**src/rtl/datapath_sequencer.sv**
```systemverilog
// rtl/datapath_sequencer.sv - multi-cycle fetch/decode/execute/writeback sequencer driving a register file and ALU
module datapath_sequencer #(
    parameter int PROG_LEN = 4,
    parameter int CNT_W    = 8
) (
    input  logic             clk,
    input  logic             rst,
    input  logic             start,
    output logic [3:0]       imem_addr,
    input  logic [31:0]      imem_data,
    output logic [4:0]       A1,
    output logic [4:0]       A2,
    output logic [4:0]       A3,
    output logic             WE3,
    output logic [2:0]       ALUControl,
    output logic             busy,
    output logic             done,
    output logic [CNT_W-1:0] retired
);

    typedef enum logic [2:0] {
        S_IDLE,
        S_FETCH,
        S_DECODE,
        S_EXECUTE,
        S_WRITEBACK,
        S_DONE
    } state_t;

    localparam logic [3:0] LAST_PC = 4'(PROG_LEN - 1);

    state_t      state;
    state_t      state_next;
    logic [3:0]  pc;
    logic [3:0]  pc_next;
    logic [31:0] ir;
    logic        at_last;
    logic        field_window;

    assign at_last = (pc == LAST_PC);

    always_ff @(posedge clk or negedge rst) begin
        if (!rst) begin
            state   <= S_IDLE;
            pc      <= 4'd0;
            ir      <= 32'd0;
            retired <= '0;
        end else begin
            state <= state_next;
            pc    <= pc_next;
            if (state == S_FETCH) begin
                ir <= imem_data;
            end
            if (state == S_IDLE && start) begin
                retired <= '0;
            end else if (state == S_WRITEBACK && retired != '1) begin
                retired <= retired + CNT_W'(1);
            end
        end
    end

    always_comb begin
        state_next = state;
        pc_next    = pc;
        case (state)
            S_IDLE: begin
                if (start) begin
                    pc_next    = 4'd0;
                    state_next = S_FETCH;
                end
            end
            S_FETCH: state_next = S_DECODE;
            S_DECODE: begin
                if (ir == 32'd0) begin
                    state_next = S_DONE;
                end else if (!ir[31]) begin
                    // no-op: skip execute/writeback and advance directly
                    if (at_last) begin
                        state_next = S_DONE;
                    end else begin
                        pc_next    = pc + 4'd1;
                        state_next = S_FETCH;
                    end
                end else begin
                    state_next = S_EXECUTE;
                end
            end
            S_EXECUTE: state_next = S_WRITEBACK;
            S_WRITEBACK: begin
                if (at_last) begin
                    state_next = S_DONE;
                end else begin
                    pc_next    = pc + 4'd1;
                    state_next = S_FETCH;
                end
            end
            S_DONE:  state_next = S_IDLE;
            default: state_next = S_IDLE;
        endcase
    end

    assign field_window = (state == S_DECODE) || (state == S_EXECUTE) || (state == S_WRITEBACK);

    always_comb begin
        A1         = 5'd0;
        A2         = 5'd0;
        A3         = 5'd0;
        ALUControl = 3'd0;
        if (field_window) begin
            A1         = ir[25:21];
            A2         = ir[20:16];
            A3         = ir[15:11];
            ALUControl = ir[29:27];
        end
    end

    assign imem_addr = pc;
    assign WE3       = (state == S_WRITEBACK);
    assign busy      = (state != S_IDLE);
    assign done      = (state == S_DONE);

endmodule
```
**config.mk**
```make
export PLATFORM = sky130hd
export DESIGN_NAME = datapath_sequencer
export DESIGN_NICKNAME = d
export VERILOG_FILES = /design/src/rtl/datapath_sequencer.sv
export SDC_FILE = /design/constraint.sdc
export NUM_CORES = 1
export LEC_CHECK = 0
export ABC_AREA = 1
export BUFFER_PORTS_ARGS = -buffer_cell sky130_fd_sc_hd__buf_2
export CAP_MARGIN = 20
export CORE_MARGIN = 5
export CORE_UTILIZATION = 35
export CTS_BUF_LIST = sky130_fd_sc_hd__clkbuf_8
export DETAILED_ROUTE_END_ITERATION = 7
export PLACE_DENSITY = 0.63
export RECOVER_POWER = 100
export REMOVE_ABC_BUFFERS = 1
export SLEW_MARGIN = 20
export SYNTH_ARGS = -nofsm -noshare
export SYNTH_HDL_FRONTEND = slang
export SYNTH_SLANG_ARGS = --single-unit
```
**constraint.sdc**
```tcl
create_clock -name clk -period 1.6 [get_ports clk]
set_input_delay 0.32 -clock clk [delete_from_list [all_inputs] [get_ports clk]]
set_output_delay 0.32 -clock clk [all_outputs]
set_load 0.02 [all_outputs]
```
# Yosys cells after proc, flatten, opt, wreduce, memory -nomap -nowiden

Index checks and enable logic that the tools add are counted.

Memory bits (writable): 0
Memories kept: 0
Input port bits: 35
Bits in read-only memories: 0
Logic and storage cells: 42
Flip-flop bits (word level): 47
Output and inout bits: 33
Latch bits: 0

Reduce and logical (&&, ||, !) cells: 10
Bitwise operators: 0
Mux-type cells: 16
Equal/unequal tests: 10
$lt $le $gt $ge: 0
Shifts and indexed selects: 0
Multiply operators: 0
$add $sub $neg: 2
Div/mod/pow operators: 0

Operators with widths:

| operator              | number |
|---|---|
| $logic_not A32 Y1     | 1 |
| $mux W4               | 4 |
| $mux W8               | 2 |
| $mux W3               | 5 |
| $mux W5               | 3 |
| $pmux W3 S5           | 1 |
| $pmux W4 S3           | 1 |
| $add A8 B1 Y8 const B | 1 |
| $ne A8 B8 Y1 const B  | 1 |
| $eq A3 B2 Y1 const B  | 2 |
| $eq A3 B3 Y1 const B  | 2 |
| $ne A2 B2 Y1 const B  | 3 |
| $reduce_bool A3 Y1    | 2 |
| $add A4 B1 Y4 const B | 1 |
| $eq A4 B2 Y1 const B  | 1 |
| $reduce_and A4 Y1     | 1 |
| $eq A3 B1 Y1 const B  | 1 |
| $logic_not A3 Y1      | 1 |
| $logic_and A1 B1 Y1   | 2 |
| $logic_or A1 B1 Y1    | 2 |
| $reduce_bool A2 Y1    | 1 |

# Depth between registers and ports, before layout

Word-level depth: 5
Gate-level depth with buffers: 10
Mapped depth without buffers: 9

# Worst setup path after synthesis

No wires, ideal clock.

Path kind: register to output
From: reg state[0]
To: out A1[0]
Cell stages (with the launch flop): 8
Path buffers: 2
Data required time: 1.280 ns
Data arrival time: 1.289 ns
Path slack: -0.009 ns
Cell sequence: dfrtp_1 buf_6 nor2_2 nand2_1 clkinv_2 a21oi_2 buf_6 nor2_1

Elaborated cells on any way between the ends: 6
Classes of those cells: 3 x eq/ne; 1 x mux; 2 x reduce/logical

RTL lines:

| what                   | line | RTL |
|---|---|---|
| start, declared        | 32   | `state_t state;` |
| start signal, assigned | 49   | `state <= state_next;` |
| $eq A3 B3 Y1           | -    |  |
| net WE3                | 14   | `output logic WE3,` |
| $logic_or A1 B1 Y1     | 102  | `assign field_window = (state == S_DECODE) \|\| (state == S_EXECUTE) \|\| (state == S_WRITEBACK);` |
| $mux W5                | 109  | `if (field_window) begin` |
| end, declared          | 11   | `output logic [4:0] A1,` |

The timed path passes the listed nets, and every way through them passes these cells.

# Final worst setup path

From: reg state[1]
To: out A1[4]

Cells in the longest elaborated chain, start to end: 4
Elaborated cells on any way between the ends: 6
Classes of those cells: 3 x eq/ne; 1 x mux; 2 x reduce/logical

Ends and longest elaborated chain:

| what                   | line |
|---|---|
| $eq A3 B2 Y1           | 102 |
| $logic_or A1 B1 Y1     | 102 |
| $logic_or A1 B1 Y1 (*) | 102 |
| $mux W5 (*)            | 109 |

Mark *: on every way between the ends. The rest lies on a longest branch, timed or not.

==> impl_metrics.toml <==
[outcome]
outcome = "finished, violations left"
violations = "setup timing"

[floorplan]
fp.coreArea_mm2 = 0.006422
dieHeight_um = 91.87
placementRows = 29
die-area_mm2 = 0.008440
pin_count = 68
fp.dieW_um = 91.87
start_util = 0.3653

[power]
power_density_mw_per_mm2 = 1923
peakVddDrop_uv = 930.1
p_leak_uw = 0.001523

[sta]
tightest_slew_ns = 0.6371
setup_ws_ns = -0.1622
finClkSkew_ns = 0.007470
fin_setup_tns_ns = -3.209
rsz0062_at_grt = "yes"
finalSetupViolations = 32
finalHoldViolCount = 0
fmax_mhz = 567.5
post-route-period-util = 1.101
period_minus_slack_ns = 1.762
maxSlewViolCount = 0
relSlewSlack = 0.5753

[setup_path]
crit_family = "flip-flops"
timing.rr.start = "state[2]"
cp-start-kind = "flip-flop"
crit_top_cell = "nor2_2"
r2r_slack_ns = -0.05
crit_buf_inv = 3
path_max_fanout = 18
path_class = "flip-flop to primary output"
worst_path_largest_cell_delay_ns = 0.40
critPathRequiredTime_ns = 1.28
crit_path_start = "state[1]"
crit_path_top_delay_cell = "dfrtp_1"
path_cells = "nor2_2 -> nand2_2 -> clkinv_4 -> a21oi_4 -> buf_12 -> nor2_2 -> buf_6"
endpoint_kind = "primary output"
crit_arrival_ns = 1.44
rr_worst_depth = 4
crit_cells = 7

[cts]
cts_max_level = 2
clockBufferDepth = 2
cts.clk_slew.worst_paths_ns = 0.09
cts_tree = "yes"
cts_root_buf = "clkbuf_8"
cts_buffers = 5
cts_sinks = 47
worstSkewPairLatency_ns = 0.29

[logic_synthesis]
synth_top_cell_by_area = "dfrtp_1"
ys_types = 26
synth_area_mm2 = 0.002346
synth_cells = 281
synthArstFlopShare = 1.000
synth_top_cell_area_share = 0.5013
synth_edf_count = 0
synth_seq_cells = 47
ys_warn_count = 0
ys_seq_area_frac = 0.5013
syn_area_per_cell_um2 = 8.349
synthFlopType = "dfrtp_1"
yosys-top-cells-area = "dfrtp_1, nor2_1, nand2_1"

[drt]
wire_per_inst_um = 11.78
vias = 1990
dr.first_iter.drc_count = 46
wl_um = 5102
drc = 0
drt_pass1_iterations = 4
vias_per_cell = 4.596
antenna_left = 0

[cells_and_area]
fillers = 651
drive_above_1_share = 0.3090
instances_no_fill = 433
area_growth_pct = 27.79
nNetsFinal = 393
diodes = 0
design_area_mm2 = 0.002998

[grt]
track_usage = 0.1280
first_global_vias = 2054
grt-ovfl-total = 0
grt_pass1_wl_um = 8935
grt_max_degree = 53
antenna_found_initial = 0

[placement]
portBuffers = 67
gp_congestion = 0.7534
dp.cells = 422
postPlaceCellArea_mm2 = 0.002785
dp_hpwl_um = 3686

[hold_path]
min_path_type = "input pin to flip-flop"
hp-start = "imem_data[2]"
min_path_cells = 2

[flow_run]
cap_violations = 0
## cell families after synthesis
group | Yosys count | share of synthesized area
AO/OA/AOI/OAI | 31 | 0.07360
XOR/XNOR | 3 | 0.01120
adder cells (fa/ha/maj) | 2 | 0.01066
buffers and inverters | 46 | 0.09173
flip-flops | 47 | 0.5013
multiplexers | 13 | 0.06240
AND/OR/NAND/NOR | 139 | 0.2491
## cells in the mapped netlist, types with 2 or more instances
cell type / number
nor2_4: 2
xor2_1: 3
buf_2: 3
mux2_2: 13
nand4_1: 2
buf_4: 2
o21ai_0: 2
o21ai_2: 3
dfrtp_1: 47
nor3_1: 3
nand3_1: 15
nor2_1: 70
ha_1: 2
buf_6: 4
nand3_2: 2
nand2_1: 42
a21oi_1: 23
inv_1: 35
## registers in the layout, summed over array words and instances (netlist names)
signal and cells:
imem_addr 4, ir 32, state 3, retired 8
## area by class of cell
| type | instances | area [um2] | share of cell area |
|---|---|---|---|
| multi-input combinational | 188 | 991.0 | 0.3306 |
| tap | 77 | 96.34 | 0.03214 |
| inverter | 37 | 143.9 | 0.04800 |
| sequential | 47 | 1176 | 0.3923 |
| clock inverter | 2 | 37.54 | 0.01252 |
| clock buffer | 5 | 68.82 | 0.02295 |
| timing repair buffer | 77 | 484.2 | 0.1615 |
## metrics by stage
step / hold WS [ns] / power, uW / setup WS (ns) / util
floorplan: 0.02441 / 3751 / -0.1564 / -
global placement: 0.3241 / 4629 / 0.06602 / 0.4337
detailed placement: 0.3301 / 4686 / 0.07984 / 0.4337
CTS: 0.2354 / 5768 / -0.1661 / 0.4623
global route: 0.2377 / 6264 / -0.2481 / 0.4668
finish: 0.2482 / 5765 / -0.1622 / 0.4668
## per-layer routing
layer | share of wire | GRT usage | wire length (um) | vias up
met4 | 0.011 | 0.04084 | 56 | 0
met1 | 0.46 | 0.1604 | 2338 | 903
met2 | 0.46 | 0.2092 | 2339 | 55
li1 | - | - | - | 1024
met3 | 0.072 | 0.04255 | 367 | 8
met5 | 0 | 0 | 0 | -
## power breakdown
part           internal [uW]  leakage [uW]  switching, uW
clock network            457     0.0000502            384
logic                   1240      0.000910           1750
registers               1670      0.000563            261
total                   3370       0.00152           2400
## what timing repair did
action                                  4_1_cts  5_1_grt
pin swaps                                     0        1
hold buffers                                  1        0
endpoints found under the hold margin         7        0
setup buffers                                 0        3
gates resized for setup                      24       18
endpoints found under the setup margin       18       31
## final timing paths
path                       endpoint
min                           ir[2]
min in group asynchronous     ir[9]
max reg2reg                   ir[5]
max                           A1[4]
max in group asynchronous  state[2]
min reg2reg                   ir[0]
## cells in the final DEF, fill, tap and decap left out
cell type,instances
nor2_1,62
dfrtp_1,47
nand2_1,40
buf_2,36
inv_1,33
a21oi_1,22
buf_4,18
nand3_1,15
mux2_2,13
clkbuf_1,12
nor2_2,9
buf_6,7
clkbuf_8,5
nand2_2,3
inv_2,3
xor2_1,3
nor3_1,3
o21ai_2,3
nand3_2,2
nor2_4,2
nand4_1,2
o21ai_0,2
ha_1,2
clkbuf_4,2
clkinv_4,1
a21oi_4,1
o21ai_1,1
or2_2,1
o21bai_1,1
a21oi_2,1
clkinvlp_4,1
bufinv_16,1
dlygate4sd3_1,1
buf_12,1
Power figures use the tool's default switching activity.
